<file path="src/rtl/tile_buffer_reader.sv">
// Raster-order reader for the maze frame buffer: issues read coordinates, aligns the
// returned tile colour with the pixel stream and overlays the tile grid and robot outline.
module tile_buffer_reader #(
   parameter int unsigned SCREEN_WIDTH  = 330,
   parameter int unsigned SCREEN_HEIGHT = 330,
   parameter int unsigned BLOCK_SIZE    = 30,
   parameter int unsigned RD_LATENCY    = 2,
   parameter logic [7:0]  GRID_COLOR    = 8'h92
) (
   input  logic        clk,
   input  logic        reset,
   input  logic [9:0]  pixel_x,
   input  logic [9:0]  pixel_y,
   input  logic        grid_en,
   input  logic [3:0]  robot_x,
   input  logic [3:0]  robot_y,
   input  logic [1:0]  rd_data,
   output logic [14:0] rd_x,
   output logic [14:0] rd_y,
   output logic        rd_en,
   output logic [7:0]  pixel_color,
   output logic        frame_start
);

   localparam int unsigned PIX_W   = 10;
   localparam int unsigned COORD_W = 15;
   localparam int unsigned OFF_W   = $clog2(BLOCK_SIZE);
   localparam int unsigned TILE_W  = 4;
   localparam int unsigned TILES_X = SCREEN_WIDTH / BLOCK_SIZE;
   localparam int unsigned TILES_Y = SCREEN_HEIGHT / BLOCK_SIZE;
   localparam int unsigned DLY_W   = RD_LATENCY + 1;

   logic [PIX_W-1:0]   prev_x_q, prev_x_d, prev_y_q, prev_y_d;
   logic [OFF_W-1:0]   x_off_q, x_off_d, y_off_q, y_off_d;
   logic [TILE_W-1:0]  x_tile_q, x_tile_d, y_tile_q, y_tile_d;
   logic               prev_origin_q, prev_origin_d;
   logic               lat_grid_q, lat_grid_d, lat_hl_q, lat_hl_d;
   logic [TILE_W-1:0]  lat_rx_q, lat_rx_d, lat_ry_q, lat_ry_d;
   logic [COORD_W-1:0] rd_x_q, rd_x_d, rd_y_q, rd_y_d;
   logic               rd_en_q, rd_en_d;
   logic               frame_start_q, frame_start_d;
   logic [DLY_W-1:0]   dly_in_q, dly_in_d, dly_grid_q, dly_grid_d, dly_outl_q, dly_outl_d;
   logic [7:0]         pixel_color_q, pixel_color_d;

   logic origin_c, in_area_c, is_grid_c, near_edge_c, is_outline_c;

   // Offset/tile counters; the _d values are the offsets of the pixel presented this cycle
   always_comb begin
      x_off_d  = x_off_q;
      x_tile_d = x_tile_q;
      y_off_d  = y_off_q;
      y_tile_d = y_tile_q;
      prev_x_d = pixel_x;
      prev_y_d = pixel_y;
      if (pixel_x == '0) begin
         x_off_d  = '0;
         x_tile_d = '0;
      end else if (pixel_x != prev_x_q && x_tile_q < TILE_W'(TILES_X)) begin
         if (x_off_q == OFF_W'(BLOCK_SIZE - 1)) begin
            x_off_d  = '0;
            x_tile_d = x_tile_q + TILE_W'(1);
         end else begin
            x_off_d = x_off_q + OFF_W'(1);
         end
      end
      if (pixel_y == '0) begin
         y_off_d  = '0;
         y_tile_d = '0;
      end else if (pixel_y != prev_y_q && y_tile_q < TILE_W'(TILES_Y)) begin
         if (y_off_q == OFF_W'(BLOCK_SIZE - 1)) begin
            y_off_d  = '0;
            y_tile_d = y_tile_q + TILE_W'(1);
         end else begin
            y_off_d = y_off_q + OFF_W'(1);
         end
      end
   end

   // Frame start detection, overlay control latch and issue stage
   always_comb begin
      origin_c      = (pixel_x == '0) && (pixel_y == '0);
      frame_start_d = origin_c && !prev_origin_q;
      prev_origin_d = origin_c;
      lat_grid_d    = lat_grid_q;
      lat_hl_d      = lat_hl_q;
      lat_rx_d      = lat_rx_q;
      lat_ry_d      = lat_ry_q;
      if (frame_start_d) begin
         lat_grid_d = grid_en;
         lat_hl_d   = (robot_x < TILE_W'(TILES_X)) && (robot_y < TILE_W'(TILES_Y));
         lat_rx_d   = robot_x;
         lat_ry_d   = robot_y;
      end

      in_area_c    = (pixel_x < PIX_W'(SCREEN_WIDTH)) && (pixel_y < PIX_W'(SCREEN_HEIGHT));
      is_grid_c    = lat_grid_d && (x_off_d == '0 || y_off_d == '0);
      near_edge_c  = (x_off_d < OFF_W'(2)) || (x_off_d > OFF_W'(BLOCK_SIZE - 3)) ||
                     (y_off_d < OFF_W'(2)) || (y_off_d > OFF_W'(BLOCK_SIZE - 3));
      is_outline_c = lat_hl_d && (x_tile_d == lat_rx_d) && (y_tile_d == lat_ry_d) && near_edge_c;

      rd_x_d  = in_area_c ? COORD_W'(pixel_x) : rd_x_q;
      rd_y_d  = in_area_c ? COORD_W'(pixel_y) : rd_y_q;
      rd_en_d = in_area_c;

      // Bit 0 is issue-aligned; the top bit meets rd_data
      dly_in_d   = {dly_in_q[DLY_W-2:0], in_area_c};
      dly_grid_d = {dly_grid_q[DLY_W-2:0], is_grid_c};
      dly_outl_d = {dly_outl_q[DLY_W-2:0], is_outline_c};
   end

   // Output colour selection
   always_comb begin
      pixel_color_d = 8'h00;
      if (!dly_in_q[DLY_W-1]) begin
         pixel_color_d = 8'h00;
      end else if (dly_outl_q[DLY_W-1]) begin
         pixel_color_d = 8'hFF;
      end else if (dly_grid_q[DLY_W-1]) begin
         pixel_color_d = GRID_COLOR;
      end else begin
         case (rd_data)
            2'b00:   pixel_color_d = 8'h00;
            2'b01:   pixel_color_d = 8'h03;
            2'b10:   pixel_color_d = 8'hE0;
            default: pixel_color_d = 8'hF0;
         endcase
      end
   end

   always_ff @(posedge clk) begin
      if (reset) begin
         prev_x_q      <= '0;
         prev_y_q      <= '0;
         x_off_q       <= '0;
         x_tile_q      <= '0;
         y_off_q       <= '0;
         y_tile_q      <= '0;
         prev_origin_q <= 1'b0;
         lat_grid_q    <= 1'b0;
         lat_hl_q      <= 1'b0;
         lat_rx_q      <= '0;
         lat_ry_q      <= '0;
         rd_x_q        <= '0;
         rd_y_q        <= '0;
         rd_en_q       <= 1'b0;
         frame_start_q <= 1'b0;
         dly_in_q      <= '0;
         dly_grid_q    <= '0;
         dly_outl_q    <= '0;
         pixel_color_q <= 8'h00;
      end else begin
         prev_x_q      <= prev_x_d;
         prev_y_q      <= prev_y_d;
         x_off_q       <= x_off_d;
         x_tile_q      <= x_tile_d;
         y_off_q       <= y_off_d;
         y_tile_q      <= y_tile_d;
         prev_origin_q <= prev_origin_d;
         lat_grid_q    <= lat_grid_d;
         lat_hl_q      <= lat_hl_d;
         lat_rx_q      <= lat_rx_d;
         lat_ry_q      <= lat_ry_d;
         rd_x_q        <= rd_x_d;
         rd_y_q        <= rd_y_d;
         rd_en_q       <= rd_en_d;
         frame_start_q <= frame_start_d;
         dly_in_q      <= dly_in_d;
         dly_grid_q    <= dly_grid_d;
         dly_outl_q    <= dly_outl_d;
         pixel_color_q <= pixel_color_d;
      end
   end

   assign rd_x        = rd_x_q;
   assign rd_y        = rd_y_q;
   assign rd_en       = rd_en_q;
   assign pixel_color = pixel_color_q;
   assign frame_start = frame_start_q;

endmodule

</file>
<file path="config.mk">
export PLATFORM = sky130hd
export DESIGN_NAME = tile_buffer_reader
export DESIGN_NICKNAME = d
export VERILOG_FILES = /design/src/rtl/tile_buffer_reader.sv
export SDC_FILE = /design/constraint.sdc
export NUM_CORES = 1
export LEC_CHECK = 0
export BUFFER_PORTS_ARGS = -buffer_cell sky130_fd_sc_hd__buf_2
export CAP_MARGIN = 20
export CORE_UTILIZATION = 55
export DETAILED_ROUTE_END_ITERATION = 16
export GPL_ROUTABILITY_DRIVEN = 0
export PLACE_DENSITY = 0.8
export REMOVE_ABC_BUFFERS = 1
export SLEW_MARGIN = 5
export SYNTH_ARGS = -nofsm -noshare
export SYNTH_HDL_FRONTEND = slang
export SYNTH_SLANG_ARGS = --single-unit
</file>
<file path="constraint.sdc">
create_clock -name clk -period 4.3 [get_ports clk]
set_clock_uncertainty 0.2 [all_clocks]
set_input_delay 0.645 -clock clk [delete_from_list [all_inputs] [get_ports clk]]
set_output_delay 0.645 -clock clk [all_outputs]
set_load 0.02 [all_outputs]
</file>
==> results of run 1 <==
==> flip-flops by register name (all words and copies together) (netlist names) <==
register	flops
prev_y_q	10
dly_in_q	3
y_off_q	5
dly_grid_q	3
rd_x	10
lat_grid_q	1
dly_outl_q	3
lat_hl_q	1
prev_x_q	10
lat_ry_q	4
x_off_q	5
y_tile_q	4
rd_y	10
pixel_color	6
x_tile_q	4
frame_start	1
prev_origin_q	1
lat_rx_q	4
==> Yosys cell counts (all sizes together), types with 3 or more instances <==
cell	instances
nand2	17
and3b	3
ha	6
and4	5
xnor2	3
xor2	28
nand3	5
buf	15
a21boi	5
o21ai	11
mux2i	27
and2	4
clkbuf	11
nand3b	3
inv	5
nor4	6
or3	5
a21oi	9
a31oi	9
dfxtp	85
nor2b	26
nor2	61
nor3	10
nand2b	4
nand4	5
==> worst max-delay path, stage by stage <==
cell and delay [ps]:
buf_2 140, nor4_4 340, nand4_4 210, nor3_4 440
mux2i_1 330, xor2_1 120, a211oi_2 230, nand4_1 120
a2111oi_2 270
==> placed cells by master (no fill, tap or decap), types with 3 or more instances in the layout <==
cell and count:
dfxtp_1 85, buf_2 62, nor2_1 59, xor2_1 28, mux2i_1 27, nor2b_1 26, nand2_1 17, o21ai_0 10
conb_1 10, nor3_1 9, clkbuf_8 9, a21oi_1 8, a31oi_1 7, ha_1 6, inv_1 5, nand3_1 5
nor4_2 5, and4_1 5, nand2b_1 4, and2_1 4, or3_1 4, a21boi_0 3, and3b_1 3, nand4_1 3
xnor2_1 3, nand3b_1 3, bufinv_16 3
==> how the worst max path moves through the flow <==
stage / from / endpoint / slack, ps / depth (start not counted)
5_1_grt: pixel_y[7] / dly_outl_q[0]$_SDFF_PP0_ / 1270 / 9
4_1_cts: pixel_x[3] / dly_outl_q[0]$_SDFF_PP0_ / 1480 / 9
3_3_place_gp: pixel_x[3] / dly_outl_q[0]$_SDFF_PP0_ / 1190 / 9
3_5_place_dp: pixel_x[3] / dly_outl_q[0]$_SDFF_PP0_ / 1110 / 9
2_1_floorplan: pixel_x[3] / dly_outl_q[0]$_SDFF_PP0_ / 1450 / 8
6_report: pixel_x[3] / dly_outl_q[0]$_SDFF_PP0_ / 1500 / 9
==> per-layer routing <==
layer,up-vias,GRT usage (%)
li1,1430,-
met1,1296,26.14
met2,74,33.70
met3,9,4.228
met4,0,10.48
met5,-,0
==> power by group <==
part,total [mW],switching [mW],internal (mW),leakage (nW)
clock,0.667,0.282,0.386,0.116
sequential,0.821,0.0129,0.808,0.693
combinational,0.149,0.0917,0.0575,1.16
==> cells by family after synthesis <==
family | count (synthesis) | synth area share (%)
muxes | 27 | 7.222
buffers and inverters | 31 | 4.514
xor gates and xnor gates | 31 | 7.255
adders and majority gates | 6 | 2.006
DFF | 85 | 45.47
and+or+nand+nor | 160 | 24.21
other | 1 | 0.1002
AOI/OAI and AO/OA | 49 | 9.228
==> metrics by stage <==
stage	utilization (%)	total power, mW
after floorplan	-	0.9264
after global placement	62.67	0.9832
after detailed placement	62.67	0.9880
after CTS	66.37	1.648
after global routing	66.37	1.701
final	66.37	1.637
==> area by class of cell <==
type | count | area (µm²) | share of cell area (%)
timing repair buffer | 64 | 325.3 | 7.589
clock buffer | 10 | 127.6 | 2.977
multi-input combinational | 283 | 1906 | 44.45
sequential | 85 | 1702 | 39.70
inverter | 5 | 18.77 | 0.4378
tap | 77 | 96.34 | 2.248
clock inverter | 6 | 111.4 | 2.598
==> impl_metrics.toml, run 1 <==
[run_status]
run_status = "finished with violations"
failed_checks = "DRC"

[place]
dp.cells = 514
numPortBuffers = 62
placed_area_um2 = 4048
dp_slack_ps = 1114
place_hpwl_um = 4931

[sta]
tightest_slew_ps = 745.1
finalSetupTns_ps = 0
max_slew_margin_pct = 50.33
hold_viol = 0
worst_hold_slack_ps = 246.8
fmax_mhz = 356.8
drv_slew = 0
setup_viol = 0
timing.final.crit_period_ps = 2803
post-route-worst-setup-slack_ps = 1497
post-route-period-util_pct = 65.18
rsz0062_at_grt = "false"

[grt]
grt_pass1_vias = 2662
grt_pass1_wl_um = 11670
grt_max_degree = 43
grt_usage_pct = 20.71
grt_overflow = 0
antenna_found_initial = 0

[logic_synthesis]
yosysSeqAreaShare_pct = 45.47
yosysTopAreaCell = "dfxtp_1"
synth.distinct_cells = 55
syn_inst = 390
synth_area_leaders = "dfxtp_1 (45%), mux2i_1 (7.2%), xor2_1 (6.6%), nor2_1 (5.9%), nor2b_1 (4.3%)"
synthFlopType = "dfxtp_1"
async_flop_share_pct = 0
postSynthAreaPerCell_um2 = 9.596
syn_area_um2 = 3742
ys_seq_elements = 85
ys_warn_count = 0
netlist.area_leader.share_pct = 45.47
synth_edf_count = 0

[route]
route.detailed.drc = 7
post_drt_wl_per_cell_um = 12.91
final_antenna_net_count = 0
viasPerCell = 5.300
first_iter_violations = 106
finalWirelength_um = 6840
wl_met3_um = 285
wl_met2_um = 3117
vias = 2809
drt-met1-wl_um = 3313
drtPass1Iterations = 13
routed.top_layer = "met4"

[worst_setup_path]
r2r-end = "dly_outl_q[0]$_SDFF_PP0_"
critical_path.max_fanout = 10
cp.arrival_ps = 2860
r2r-start = "x_tile_q[0]$_SDFF_PP0_"
startpoint_type = "primary input"
r2r_setup_slack_ps = 1590
required_ps = 4360
cp-end-kind = "register"
r2r_cells = 9
crit_type = "primary input to register"

[cells_and_area]
syn2layout_area_growth_pct = 14.54
antenna_cells = 0
final_cells = 530
post-route-cell-area_um2 = 4287
drive_gt1_share_pct = 21.85
fillerInstances = 512
final_nets = 487

[min_path]
hold_path_end = "dly_outl_q[2]$_SDFF_PP0_"
min-delay-start = "dly_outl_q[1]$_SDFF_PP0_"
hp-class = "register to register"
min_path_cells = 1

[floorplanning]
die_w_um = 84.49
coreArea_um2 = 6459
num_rows = 29
initial_core_util_pct = 57.94
io_pins = 73
die_h_um = 84.49
floorplan.die_area_um2 = 7138

[clock_network]
numCtsBuffers = 9
clock_path_buffers = 2
cts_tree = "built"
post_cts_buffers = 0
htree_levels = 3
cts_sinks = 85
clk_latency_ps = 360
cts-root-buf = "clkbuf_8"
postCtsHoldBufs = 0
cts-resized-gates = 0
cts.clk_slew.worst_paths_ps = 80

[power]
peakVddDrop_uv = 229.8
p_per_area_nw_per_um2 = 382.0
p_leak_nw = 1.970

[run]
cap_violations = 0
(Power assumes the default switching activity.)
==> run 2, diff against run 1 <==
- clock period: 4.3 -> 2.6 ns (I/O delays scaled with it)
==> impl_metrics.toml, run 2 (same netlist as run 1, synthesis figures left out) <==
[run_status]
run_status = "finished with violations"
failed_checks = "DRC"

[run]
cap_violations = 0

[grt]
grt_max_degree = 33
grt_overflow = 0
grt_pass1_vias = 2972
antenna_found_initial = 0
grt_usage_pct = 23.40
grt_pass1_wl_um = 13210

[power]
p_per_area_nw_per_um2 = 558.1
peakVddDrop_uv = 429.8
p_leak_nw = 2.159

[min_path]
min_path_cells = 2
min-delay-start = "rd_data[0]"
hp-class = "primary input to register"
hold_path_end = "pixel_color[4]$_SDFF_PP0_"

[clock_network]
clk_latency_ps = 360
cts-root-buf = "clkbuf_8"
clock_path_buffers = 2
cts_tree = "built"
numCtsBuffers = 9
htree_levels = 3
cts_sinks = 85
cts.clk_slew.worst_paths_ps = 90
postCtsHoldBufs = 0

[cells_and_area]
syn2layout_area_growth_pct = 24.21
final_nets = 529
final_cells = 572
fillerInstances = 464
antenna_cells = 0
mostFrequentLayoutCells = "dfxtp_1 (84), buf_2 (62), nor2_1 (59)"
layout_commonest_cell = "dfxtp_1"
drive_gt1_share_pct = 30.30

[worst_setup_path]
critical_path.max_fanout = 7
r2r_cells = 10
cp-end-kind = "register"
required_ps = 2660
r2r_setup_slack_ps = 120
startpoint_type = "register"
r2r-start = "x_off_q[1]$_SDFF_PP0_"
cp.arrival_ps = 2540
r2r-end = "dly_outl_q[0]$_SDFF_PP0_"
crit_type = "register to register"

[route]
final_antenna_net_count = 0
post_drt_wl_per_cell_um = 13.56
finalWirelength_um = 7756
vias = 3012
first_iter_violations = 105
drtPass1Iterations = 10
route.detailed.drc = 14
viasPerCell = 5.266

[floorplanning]
die_w_um = 84.49
num_rows = 29
initial_core_util_pct = 57.94
floorplan.die_area_um2 = 7138
io_pins = 73
die_h_um = 84.49
coreArea_um2 = 6459

[sta]
drv_slew = 0
post-route-period-util_pct = 95.22
post-route-worst-setup-slack_ps = 124.2
timing.final.crit_period_ps = 2476
rsz0062_at_grt = "false"
tightest_slew_ps = 549.5
setup_viol = 0
fmax_mhz = 403.9
hold_viol = 0
max_slew_margin_pct = 63.37

[place]
dp_slack_ps = -130.1
numPortBuffers = 62
place_hpwl_um = 5739
dp.cells = 554
run 2: changes by cell type in the layout (fill, tap and decap cells not counted), moves of 2 or more:
cell	before	now
o21ai_1	1	3
a31oi_4	0	3
mux2i_2	0	2
nor4_2	5	2
buf_4	2	44
bufinv_16	3	1
clkinvlp_4	1	3
nor4_4	1	4
mux2i_1	27	25
a31oi_1	7	5
o21ai_0	10	8
run 2: layout make-up:
class | instances | area (µm²) | share of cell area (%)
clock buffer | 9 | 123.9 | 2.665
tap | 77 | 96.34 | 2.073
timing repair buffer | 106 | 640.6 | 13.78
multi-input combinational | 283 | 1991 | 42.83
clock inverter | 7 | 75.07 | 1.615
inverter | 5 | 18.77 | 0.4038
sequential | 85 | 1703 | 36.64
run 2: through the flow:
step | util [%] | setup TNS (ps) | instance area (µm²) | hold WS, ps | total power [mW]
after floorplan | - | 0 | 3626 | 213.8 | 1.532
after global placement | 67.32 | -102.0 | 4348 | 219.3 | 1.663
after detailed placement | 67.32 | -133.0 | 4348 | 226.1 | 1.674
after CTS | 70.73 | 0 | 4568 | 55.66 | 2.603
after global routing | 71.97 | 0 | 4648 | 70.01 | 2.703
final | 71.97 | 0 | 4648 | 68.45 | 2.594
run 2: worst max-delay path by stage:
stage                                 startpoint                  endpoint  depth (start not counted)
after floorplan                       pixel_x[3]  dly_outl_q[0]$_SDFF_PP0_                          8
after detailed placement              pixel_y[7]  dly_outl_q[0]$_SDFF_PP0_                         10
after global placement                pixel_x[3]  dly_outl_q[0]$_SDFF_PP0_                          9
final                      x_off_q[1]$_SDFF_PP0_  dly_outl_q[0]$_SDFF_PP0_                         10
after global routing      y_tile_q[0]$_SDFF_PP0_  dly_outl_q[0]$_SDFF_PP0_                          9
after CTS                  x_off_q[1]$_SDFF_PP0_  dly_outl_q[0]$_SDFF_PP0_                         10
run 2: routing by layer:
layer | routed length (µm) | global-route usage, % | part of all wire [%] | up-vias
met5 | 0 | 0 | 0 | -
met1 | 3499 | 28.92 | 45 | 1400
met2 | 3740 | 39.47 | 48 | 82
met4 | 182 | 12.17 | 2.3 | 0
li1 | - | - | - | 1516
met3 | 333 | 3.736 | 4.3 | 14
run 2: what timing repair did:
item,4_1_cts,5_1_grt
gates resized for setup,3,14
hold endpoints to repair,0,0
setup endpoints to repair,1,2
pin swaps,0,1
buffers inserted,0,2
run 2: power by group:
part / leakage, nW / switching, mW / internal (mW) / total [mW]
registers: 0.693 / 0.0183 / 1.34 / 1.35
clock network: 0.0918 / 0.487 / 0.446 / 0.933
logic: 1.37 / 0.178 / 0.129 / 0.306
total: 2.16 / 0.683 / 1.91 / 2.59
run 2: worst max-delay path: stages (launching register included):
cell and delay (ps):
dfxtp_2 340, inv_1 70, ha_1 180, and4_4 270
nand3b_1 90, a31oi_1 180, mux2i_1 300, xor2_1 110
a211oi_2 240, nand4_1 130, a2111oi_2 270
